[config.mk]
export PLATFORM = sky130hd
export DESIGN_NAME = ps2_key_sequencer_flat
export DESIGN_NICKNAME = d
export VERILOG_FILES = /design/src/rtl/ps2_key_sequencer_if.sv /design/src/rtl/ps2_key_sequencer.sv /design/src/flat_wrapper.sv
export SDC_FILE = /design/constraint.sdc
export NUM_CORES = 1
export LEC_CHECK = 0
export BUFFER_PORTS_ARGS = -buffer_cell sky130_fd_sc_hd__buf_4
export CAP_MARGIN = 25
export CORE_UTILIZATION = 35
export CTS_CLUSTER_DIAMETER = 50
export DETAILED_ROUTE_END_ITERATION = 7
export SYNTH_ARGS = -nofsm -noshare
export SYNTH_HDL_FRONTEND = slang
export SYNTH_SLANG_ARGS = --single-unit
[constraint.sdc]
create_clock -name clk -period 3.45 [get_ports clk]
set_input_delay 0.1725 -clock clk [delete_from_list [all_inputs] [get_ports clk]]
set_output_delay 0.1725 -clock clk [all_outputs]
set_load 0.01 [all_outputs]
[src/rtl/ps2_key_sequencer_if.sv]
// FIFO-side bundle between a PS/2 receiver FIFO and the key sequencer.
// Handshake: ready=1 means data holds a valid head byte; a byte is consumed in
// every cycle where nextdata_n=0, and the FIFO presents the next head afterwards.
interface ps2_key_sequencer_if;
  logic       ready;
  logic [7:0] data;
  logic       overflow;
  logic       nextdata_n;

  modport master (output ready, output data, output overflow, input nextdata_n);
  modport slave  (input ready, input data, input overflow, output nextdata_n);
endinterface

[src/rtl/ps2_key_sequencer.sv]
// Pops PS/2 scan-code bytes, strips E0/F0 prefixes and reports make/break
// events with typematic-repeat detection and a press counter.
module ps2_key_sequencer #(
  parameter int CNT_W = 8
) (
  input  logic                 clk,
  input  logic                 reset,
  ps2_key_sequencer_if.slave   fifo,
  output logic                 evt_valid,
  output logic                 evt_make,
  output logic                 evt_ext,
  output logic                 evt_rpt,
  output logic [7:0]           evt_code,
  output logic                 key_down,
  output logic [7:0]           cur_code,
  output logic                 cur_ext,
  output logic [CNT_W-1:0]     press_count,
  output logic                 err,
  output logic                 ovf_seen,
  output logic [1:0]           dbg_state
);

  typedef enum logic [1:0] {
    IDLE   = 2'd0,
    POP    = 2'd1,
    DECODE = 2'd2
  } state_t;

  state_t            state_q, state_d;
  logic [7:0]        byte_q, byte_d;
  logic              ext_f_q, ext_f_d;
  logic              brk_f_q, brk_f_d;
  logic              nextdata_n_q, nextdata_n_d;
  logic              evt_valid_q, evt_valid_d;
  logic              evt_make_q, evt_make_d;
  logic              evt_ext_q, evt_ext_d;
  logic              evt_rpt_q, evt_rpt_d;
  logic [7:0]        evt_code_q, evt_code_d;
  logic              key_down_q, key_down_d;
  logic [7:0]        cur_code_q, cur_code_d;
  logic              cur_ext_q, cur_ext_d;
  logic [CNT_W-1:0]  press_count_q, press_count_d;
  logic              err_q, err_d;
  logic              ovf_seen_q, ovf_seen_d;
  logic              match_cur;

  assign match_cur = (byte_q == cur_code_q) && (ext_f_q == cur_ext_q);

  // The byte is decoded while in POP so its registered result is visible
  // during DECODE, giving the ready -> event latency of two cycles.
  always_comb begin
    state_d       = state_q;
    byte_d        = byte_q;
    ext_f_d       = ext_f_q;
    brk_f_d       = brk_f_q;
    nextdata_n_d  = 1'b1;
    evt_valid_d   = 1'b0;
    evt_make_d    = evt_make_q;
    evt_ext_d     = evt_ext_q;
    evt_rpt_d     = evt_rpt_q;
    evt_code_d    = evt_code_q;
    key_down_d    = key_down_q;
    cur_code_d    = cur_code_q;
    cur_ext_d     = cur_ext_q;
    press_count_d = press_count_q;
    err_d         = 1'b0;
    ovf_seen_d    = ovf_seen_q | fifo.overflow;

    case (state_q)
      IDLE: begin
        if (fifo.ready) begin
          byte_d       = fifo.data;
          nextdata_n_d = 1'b0;
          state_d      = POP;
        end
      end
      POP: begin
        state_d = DECODE;
        case (byte_q)
          8'hE0: ext_f_d = 1'b1;
          8'hF0: brk_f_d = 1'b1;
          8'h00, 8'hFF: begin
            err_d   = 1'b1;
            ext_f_d = 1'b0;
            brk_f_d = 1'b0;
          end
          default: begin
            evt_valid_d = 1'b1;
            evt_code_d  = byte_q;
            evt_make_d  = ~brk_f_q;
            evt_ext_d   = ext_f_q;
            evt_rpt_d   = 1'b0;
            ext_f_d     = 1'b0;
            brk_f_d     = 1'b0;
            if (!brk_f_q) begin
              if (key_down_q && match_cur) begin
                evt_rpt_d = 1'b1;
              end else begin
                press_count_d = press_count_q + CNT_W'(1);
                cur_code_d    = byte_q;
                cur_ext_d     = ext_f_q;
                key_down_d    = 1'b1;
              end
            end else if (match_cur) begin
              key_down_d = 1'b0;
            end
          end
        endcase
      end
      DECODE: state_d = IDLE;
      default: state_d = IDLE;
    endcase
  end

  always_ff @(posedge clk) begin
    if (reset) begin
      state_q       <= IDLE;
      byte_q        <= 8'h00;
      ext_f_q       <= 1'b0;
      brk_f_q       <= 1'b0;
      nextdata_n_q  <= 1'b1;
      evt_valid_q   <= 1'b0;
      evt_make_q    <= 1'b0;
      evt_ext_q     <= 1'b0;
      evt_rpt_q     <= 1'b0;
      evt_code_q    <= 8'h00;
      key_down_q    <= 1'b0;
      cur_code_q    <= 8'h00;
      cur_ext_q     <= 1'b0;
      press_count_q <= '0;
      err_q         <= 1'b0;
      ovf_seen_q    <= 1'b0;
    end else begin
      state_q       <= state_d;
      byte_q        <= byte_d;
      ext_f_q       <= ext_f_d;
      brk_f_q       <= brk_f_d;
      nextdata_n_q  <= nextdata_n_d;
      evt_valid_q   <= evt_valid_d;
      evt_make_q    <= evt_make_d;
      evt_ext_q     <= evt_ext_d;
      evt_rpt_q     <= evt_rpt_d;
      evt_code_q    <= evt_code_d;
      key_down_q    <= key_down_d;
      cur_code_q    <= cur_code_d;
      cur_ext_q     <= cur_ext_d;
      press_count_q <= press_count_d;
      err_q         <= err_d;
      ovf_seen_q    <= ovf_seen_d;
    end
  end

  assign fifo.nextdata_n = nextdata_n_q;
  assign evt_valid       = evt_valid_q;
  assign evt_make        = evt_make_q;
  assign evt_ext         = evt_ext_q;
  assign evt_rpt         = evt_rpt_q;
  assign evt_code        = evt_code_q;
  assign key_down        = key_down_q;
  assign cur_code        = cur_code_q;
  assign cur_ext         = cur_ext_q;
  assign press_count     = press_count_q;
  assign err             = err_q;
  assign ovf_seen        = ovf_seen_q;
  assign dbg_state       = state_q;

endmodule

[src/flat_wrapper.sv]
// flat-port wrapper written by rule: the top's interface ports become plain ports
module ps2_key_sequencer_flat 
#(
  parameter int CNT_W = 8
)
  (clk, reset, evt_valid, evt_make, evt_ext, evt_rpt, evt_code, key_down, cur_code, cur_ext, press_count, err, ovf_seen, dbg_state, fifo_ready, fifo_data, fifo_overflow, fifo_nextdata_n);
  ps2_key_sequencer_if fifo_i ();
  input  logic clk;
  input  logic reset;
  output logic evt_valid;
  output logic evt_make;
  output logic evt_ext;
  output logic evt_rpt;
  output logic [7:0] evt_code;
  output logic key_down;
  output logic [7:0] cur_code;
  output logic cur_ext;
  output logic [CNT_W-1:0] press_count;
  output logic err;
  output logic ovf_seen;
  output logic [1:0] dbg_state;
  input wire logic [$bits(fifo_i.ready)-1:0] fifo_ready;
  input wire logic [$bits(fifo_i.data)-1:0] fifo_data;
  input wire logic [$bits(fifo_i.overflow)-1:0] fifo_overflow;
  output wire logic [$bits(fifo_i.nextdata_n)-1:0] fifo_nextdata_n;
  assign fifo_i.ready = fifo_ready;
  assign fifo_i.data = fifo_data;
  assign fifo_i.overflow = fifo_overflow;
  assign fifo_nextdata_n = fifo_i.nextdata_n;
  ps2_key_sequencer #(.CNT_W(CNT_W)) u_core (.clk(clk), .reset(reset), .fifo(fifo_i), .evt_valid(evt_valid), .evt_make(evt_make), .evt_ext(evt_ext), .evt_rpt(evt_rpt), .evt_code(evt_code), .key_down(key_down), .cur_code(cur_code), .cur_ext(cur_ext), .press_count(press_count), .err(err), .ovf_seen(ovf_seen), .dbg_state(dbg_state));
endmodule
== After elaboration in Yosys (flattened, before gate mapping) ==
Cells that the tools add are included.
W data, S select, Z words.

* Add/sub/neg operators: 1
* Eq/ne operators: 9
* Muxes and demuxes: 12
* Bitwise operators: 8
* Reduce and logical (&&, ||, !) cells: 14

{| class="wikitable"
|+ Operators with widths
! operator !! number
|-
| $eq A8 B8 Y1 const B || 3
|-
| $add A8 B1 Y8 const B || 1
|-
| $eq A8 B8 Y1 || 1
|-
| $logic_not A8 Y1 || 1
|-
| $mux W1 || 8
|-
| $reduce_and A2 Y1 || 4
|-
| $reduce_and A4 Y1 || 2
|-
| $not A1 Y1 || 7
|-
| $reduce_or A2 Y1 || 3
|-
| $ne A2 B2 Y1 const B || 2
|-
| $pmux W1 S2 || 2
|-
| $pmux W2 S2 || 1
|-
| $reduce_or A4 Y1 || 1
|-
| $eq A2 B1 Y1 const B || 1
|-
| $logic_and A1 B1 Y1 || 2
|-
| $logic_not A2 Y1 || 1
|-
| $mux W2 || 1
|-
| $ne A2 B1 Y1 const B || 1
|-
| $eq A1 B1 Y1 || 1
|-
| $or A1 B1 Y1 || 1
|}

* Register bits after elaboration: 45
* Input port bits: 12
* Output and inout bits: 35
* Word-level logic and storage cells: 60

== Longest topological paths before layout ==
* Depth after elaboration: 5
* Gate-level depth with buffers: 8
* Gate-level depth less buffers: 5

== Worst setup path after synthesis ==
OpenSTA, ideal clock, no wires.

* Kind: register -> register
* Start point: register u_core.byte_q[3]
* End point: register u_core.press_count_q[6] (netlist: u_core.press_count[6])
* Library setup time: 0.121 ns
* Arrival time: 1.622 ns
* Required time: 3.329 ns
* Setup slack: 1.708 ns
* Cell stages (with the launch flop): 7
* Buffers on the path: 1
* Clock period less this slack: 1.742 ns
* Cells stage by stage: dfxtp_1 > and3_1 > a311oi_1 > a21oi_1 > buf_2 > nor4_1 > mux2_2

* Cells in the longest elaborated chain, start to end: 5
* Elaborated cells between the ends (all ways): 11
* Those cells by class: eq/ne: 4; bitwise: 2; reduce/logical: 5

{| class="wikitable"
|+ Ends and longest elaborated chain
! element !! line !! source
|-
| start: declaration || ps2_key_sequencer.sv:30 || <nowiki>logic [7:0] byte_q, byte_d;</nowiki>
|-
| start signal: assignment || ps2_key_sequencer.sv:135 || <nowiki>byte_q <= byte_d;</nowiki>
|-
| $eq A8 B8 Y1 || ps2_key_sequencer.sv:47 || <nowiki>assign match_cur = (byte_q == cur_code_q) && (ext_f_q == cur_ext_q);</nowiki>
|-
| $logic_and A1 B1 Y1 || ps2_key_sequencer.sv:47 ||
|-
| $logic_and A1 B1 Y1 || ps2_key_sequencer.sv:96 || <nowiki>if (key_down_q && match_cur) begin</nowiki>
|-
| $not A1 Y1 (no line) || n/a ||
|-
| $reduce_and A4 Y1 (no line) (*) || n/a ||
|-
| end signal: assignment || ps2_key_sequencer.sv:147 || <nowiki>press_count_q <= press_count_d;</nowiki>
|-
| end: declaration || ps2_key_sequencer.sv:42 || <nowiki>logic [CNT_W-1:0] press_count_q, press_count_d;</nowiki>
|}

Every way passes the cells marked *; elsewhere a longest branch is shown, timed or not.
A chain may end at the register's enable or synchronous reset.

== Final worst setup path ==
* Start point: register u_core.byte_q[0]
* End point: register u_core.evt_code_q[2] (netlist: u_core.evt_code[2])

* Cells in the longest elaborated chain, start to end: 4
* Elaborated cells between the ends (all ways): 7
* Those cells by class: eq/ne: 3; bitwise: 1; reduce/logical: 3

{| class="wikitable"
|+ Ends and longest elaborated chain
! element !! line !! source
|-
| $eq A8 B8 Y1 / $logic_not A8 Y1 (equally long branches) || ps2_key_sequencer.sv:79 || <nowiki>case (byte_q)</nowiki>
|-
| $reduce_or A4 Y1 (no line) (*) || n/a ||
|-
| $not A1 Y1 (no line) (*) || n/a ||
|-
| $reduce_and A2 Y1 (no line) (*) || n/a ||
|-
| end signal: assignment || ps2_key_sequencer.sv:143 || <nowiki>evt_code_q <= evt_code_d;</nowiki>
|-
| end: declaration || ps2_key_sequencer.sv:38 || <nowiki>logic [7:0] evt_code_q, evt_code_d;</nowiki>
|}

Marked as above.

==> run summary <==
Status -> finished, final reports clean
WL final -> 4320 µm
Vias -> 1563
Post-synthesis mux area share -> 14.9%
Initial Util -> 37.3%
Post-route minimum period -> 2240 ps
Layout cell share with drive strength beyond 1 -> 26.9%
Power Density -> 480 nW/µm²
Clock skew -> 4.05 ps
Io pins -> 47
Max stage delay on crit path -> 530 ps
Predominant post-synthesis flop cell -> dfxtp_1
Max Fclk -> 445 MHz
Synth warn -> 0
GRT Residual Overflow -> 0
Leading area contributor after synthesis -> dfxtp_1
Hold Crit Start -> fifo_overflow
CP Launch Type -> flop
Area grow syn2layout -> 26.7%
CP cell instances -> nor4_1, nand2_1, a21oi_2, buf_4, mux2i_1, nor2_1
Initial antenna violation count -> 0
Endpoints failing hold -> 0
CTS sink cnt -> 45
Synth top area share -> 45.8%
Root Driver -> clkbuf_8
Avg WL per Cell -> 13.5 µm
Setup CP Type -> flop to flop
Setup TNS Final -> 0 ps
Largest net degree at the start of global routing -> 57
# setup viols final -> 0
R2R depth -> 6
WHS Path Cells -> 3
Post-synthesis share of cell area spent on full adders, half adders and majority gates -> 0.637%
# resized after CTS -> 0
Critical Path AT -> 2420 ps
Row count -> 26
#FFs+latches synth -> 45
Global-route wire length before repair -> 7160 µm
PortBufs -> 46
Commonest cells in the synthesized netlist -> dfxtp_1 (45), nor2_1 (30), mux2i_1 (27)
Max Cap Viol -> 0
Clk slew on worst S/H paths -> 80 ps
Register area -> 901 µm²
Post-synthesis compound-gate area fraction -> 5.73%
Filler Cell Count -> 536
Final total power -> 0.00119 W
DP Area -> 2360 µm²
Hold WS -> 83.0 ps
Routability cong. -> 0.784
HP Class -> input port to flop
Multi-input gate area -> 981 µm²
Mapped Area -> 1970 µm²
Vias in the first global route -> 1456
CTS tree -> built
Register-to-register path setup slack -> 1210 ps
Fin crit share -> 65.1%
Detail Placement HPWL -> 2960 µm
# Post-CTS Setup Buffers -> 0
FFs w/ async S/R, synth -> 0%
DRT iter0 DRCs -> 45
Top-count cell post-synth -> dfxtp_1
Layout Nets -> 261
Synth area leaders -> dfxtp_1 (46%), mux2i_1 (14%), nand2b_1 (7.0%)
Fraction of the mapped netlist area in simple logic gates -> 24.2%
RR Endpoint -> u_core.evt_code[2]
Max-slew violations -> 0
Final Instance Area -> 2490 µm²
WP data required -> 3620 ps
RSZ-0062 raised after global routing -> false
Post-Syn Instances -> 205
Clk_lat worst skew -> 300 ps
Worst-margin pin slew -> 590 ps
Core Region -> 5270 µm²
Peak VDD IR -> 0.000285 V
Diodes inserted -> 0
Post-Syn Nets -> 218
Lkg Pwr -> 1.11 nW
CP Capture Type -> flop
Die Span X -> 76.9 µm
Die area -> 5920 µm²
Final setup margin -> 1210 ps
Remaining antenna violation count -> 0
Seq/Total Area, Yosys -> 45.8%
Post-Syn Area per Cell -> 9.59 µm²
CP max FO -> 10
Combinational family with the most area after synthesis -> simple AND/OR/NAND/NOR gates
Slowest CP cell -> a21oi_2
Yosys cell types -> 34
H-tree Lvls -> 2
Die Span Y -> 76.9 µm
Worst r2r src -> u_core.byte_q[0]
Slew margin rel. -> 60.7%
# hold bufs at CTS -> 0
CTS Buffer Depth -> 2
Synth Area in XOR/XNOR -> 4.01%
Cts bufs inserted -> 5
DRT Pass-1 Iters -> 4
Total GRT Usage -> 15.4%
Vias/cell -> 4.90
Remaining DRCs -> 0
EDFF count, synth -> 0
Hold endpoint -> u_core.ovf_seen
Dpl ws -> 1220 ps
## critical path, delay by kind of cell (launching register included)
| kind | cells | cell delay, ps |
|---|---|---|
| flops | 1 | 380 |
| compound gates | 1 | 530 |
| mux | 1 | 230 |
| simple gates | 3 | 700 |
| buf+inv | 1 | 290 |
## state kept, by name (all words and copies together), names as in the netlist, 2 cells and up
| register | cells |
|---|---|
| u_core.dbg_state | 2 |
| u_core.press_count | 8 |
| u_core.evt_code | 8 |
| u_core.byte_q | 8 |
| u_core.cur_code | 8 |
## placed cells by master (no fill, tap or decap)
| cell | instances |
|---|---|
| or2b_1 | 1 |
| nor3b_1 | 1 |
| and4bb_2 | 1 |
| a21oi_2 | 1 |
| inv_1 | 3 |
| clkbuf_8 | 5 |
| xor2_1 | 9 |
| a311oi_1 | 1 |
| nor2_1 | 30 |
| mux2_2 | 2 |
| bufinv_16 | 2 |
| dfxtp_1 | 45 |
| nor2b_1 | 2 |
| ha_1 | 1 |
| nor3_2 | 1 |
| and3_2 | 1 |
| and3_1 | 1 |
| a21oi_1 | 9 |
| o32ai_1 | 1 |
| nand4b_1 | 1 |
| nor4_2 | 1 |
| or4_1 | 5 |
| a21boi_0 | 1 |
| buf_4 | 50 |
| clkinv_2 | 1 |
| nor3_1 | 3 |
| nand2_1 | 6 |
| or2_2 | 1 |
| nand2b_1 | 22 |
| mux2i_1 | 27 |
| o31ai_1 | 5 |
| or3b_1 | 1 |
| and4_4 | 1 |
| nor4_1 | 4 |
| nand4_1 | 3 |
## per-stage QoR
stage                     std cells  util (%)
after floorplan                 205         -
after global routing            319      47.2
after CTS                       319      47.2
after global placement          311      44.7
after detailed placement        311      44.7
final                           319      47.2
## logic make-up (layout without fill, tap and decap cells)
| family | count (synthesis) | count (layout) |
|---|---|---|
| XOR/XNOR | 9 | 9 |
| adder cells (fa/ha/maj) | 1 | 1 |
| buffers and inverters | 17 | 61 |
| flip-flops | 45 | 45 |
| AO/OA/AOI/OAI | 18 | 18 |
| multiplexers | 29 | 29 |
| AND/OR/NAND/NOR | 86 | 86 |
## how the worst max path moves through the flow
stage | slack (ps) | endpoint | cells after the start | start
finish | 1210 | u_core.evt_code[2] | 6 | u_core.byte_q[0]
global route | 980 | u_core.evt_code[2] | 6 | u_core.byte_q[0]
CTS | 1200 | u_core.evt_code[2] | 6 | u_core.byte_q[0]
detailed placement | 1220 | u_core.evt_code[2] | 6 | u_core.byte_q[0]
global placement | 1340 | u_core.press_count[7] | 5 | u_core.byte_q[0]
floorplan | 1710 | u_core.press_count[6] | 6 | u_core.byte_q[3]
## power by group
part           switching, W  total (W)  internal [W]  leakage [nW]
sequential        0.0000268   0.000568      0.000542         0.366
clock              0.000180   0.000467      0.000288        0.0681
combinational     0.0000797   0.000158     0.0000786         0.674
## per-layer routing
metal	wire, µm	part of all wire, %	GRT usage (%)
met1	2130	49	19.9
met2	1930	45	24.6
met3	179	4.1	2.98
met4	79	1.8	6.92
met5	0	0	0
## final cells by class
cell class / instances / share of cell area, %
clock buffer: 5 / 2.76
clock inverter: 3 / 2.61
inverter: 3 / 0.452
multi-input combinational: 143 / 39.4
sequential: 45 / 36.2
tap: 70 / 3.52
timing repair buffer: 50 / 15.1
(Power assumes the default switching activity.)
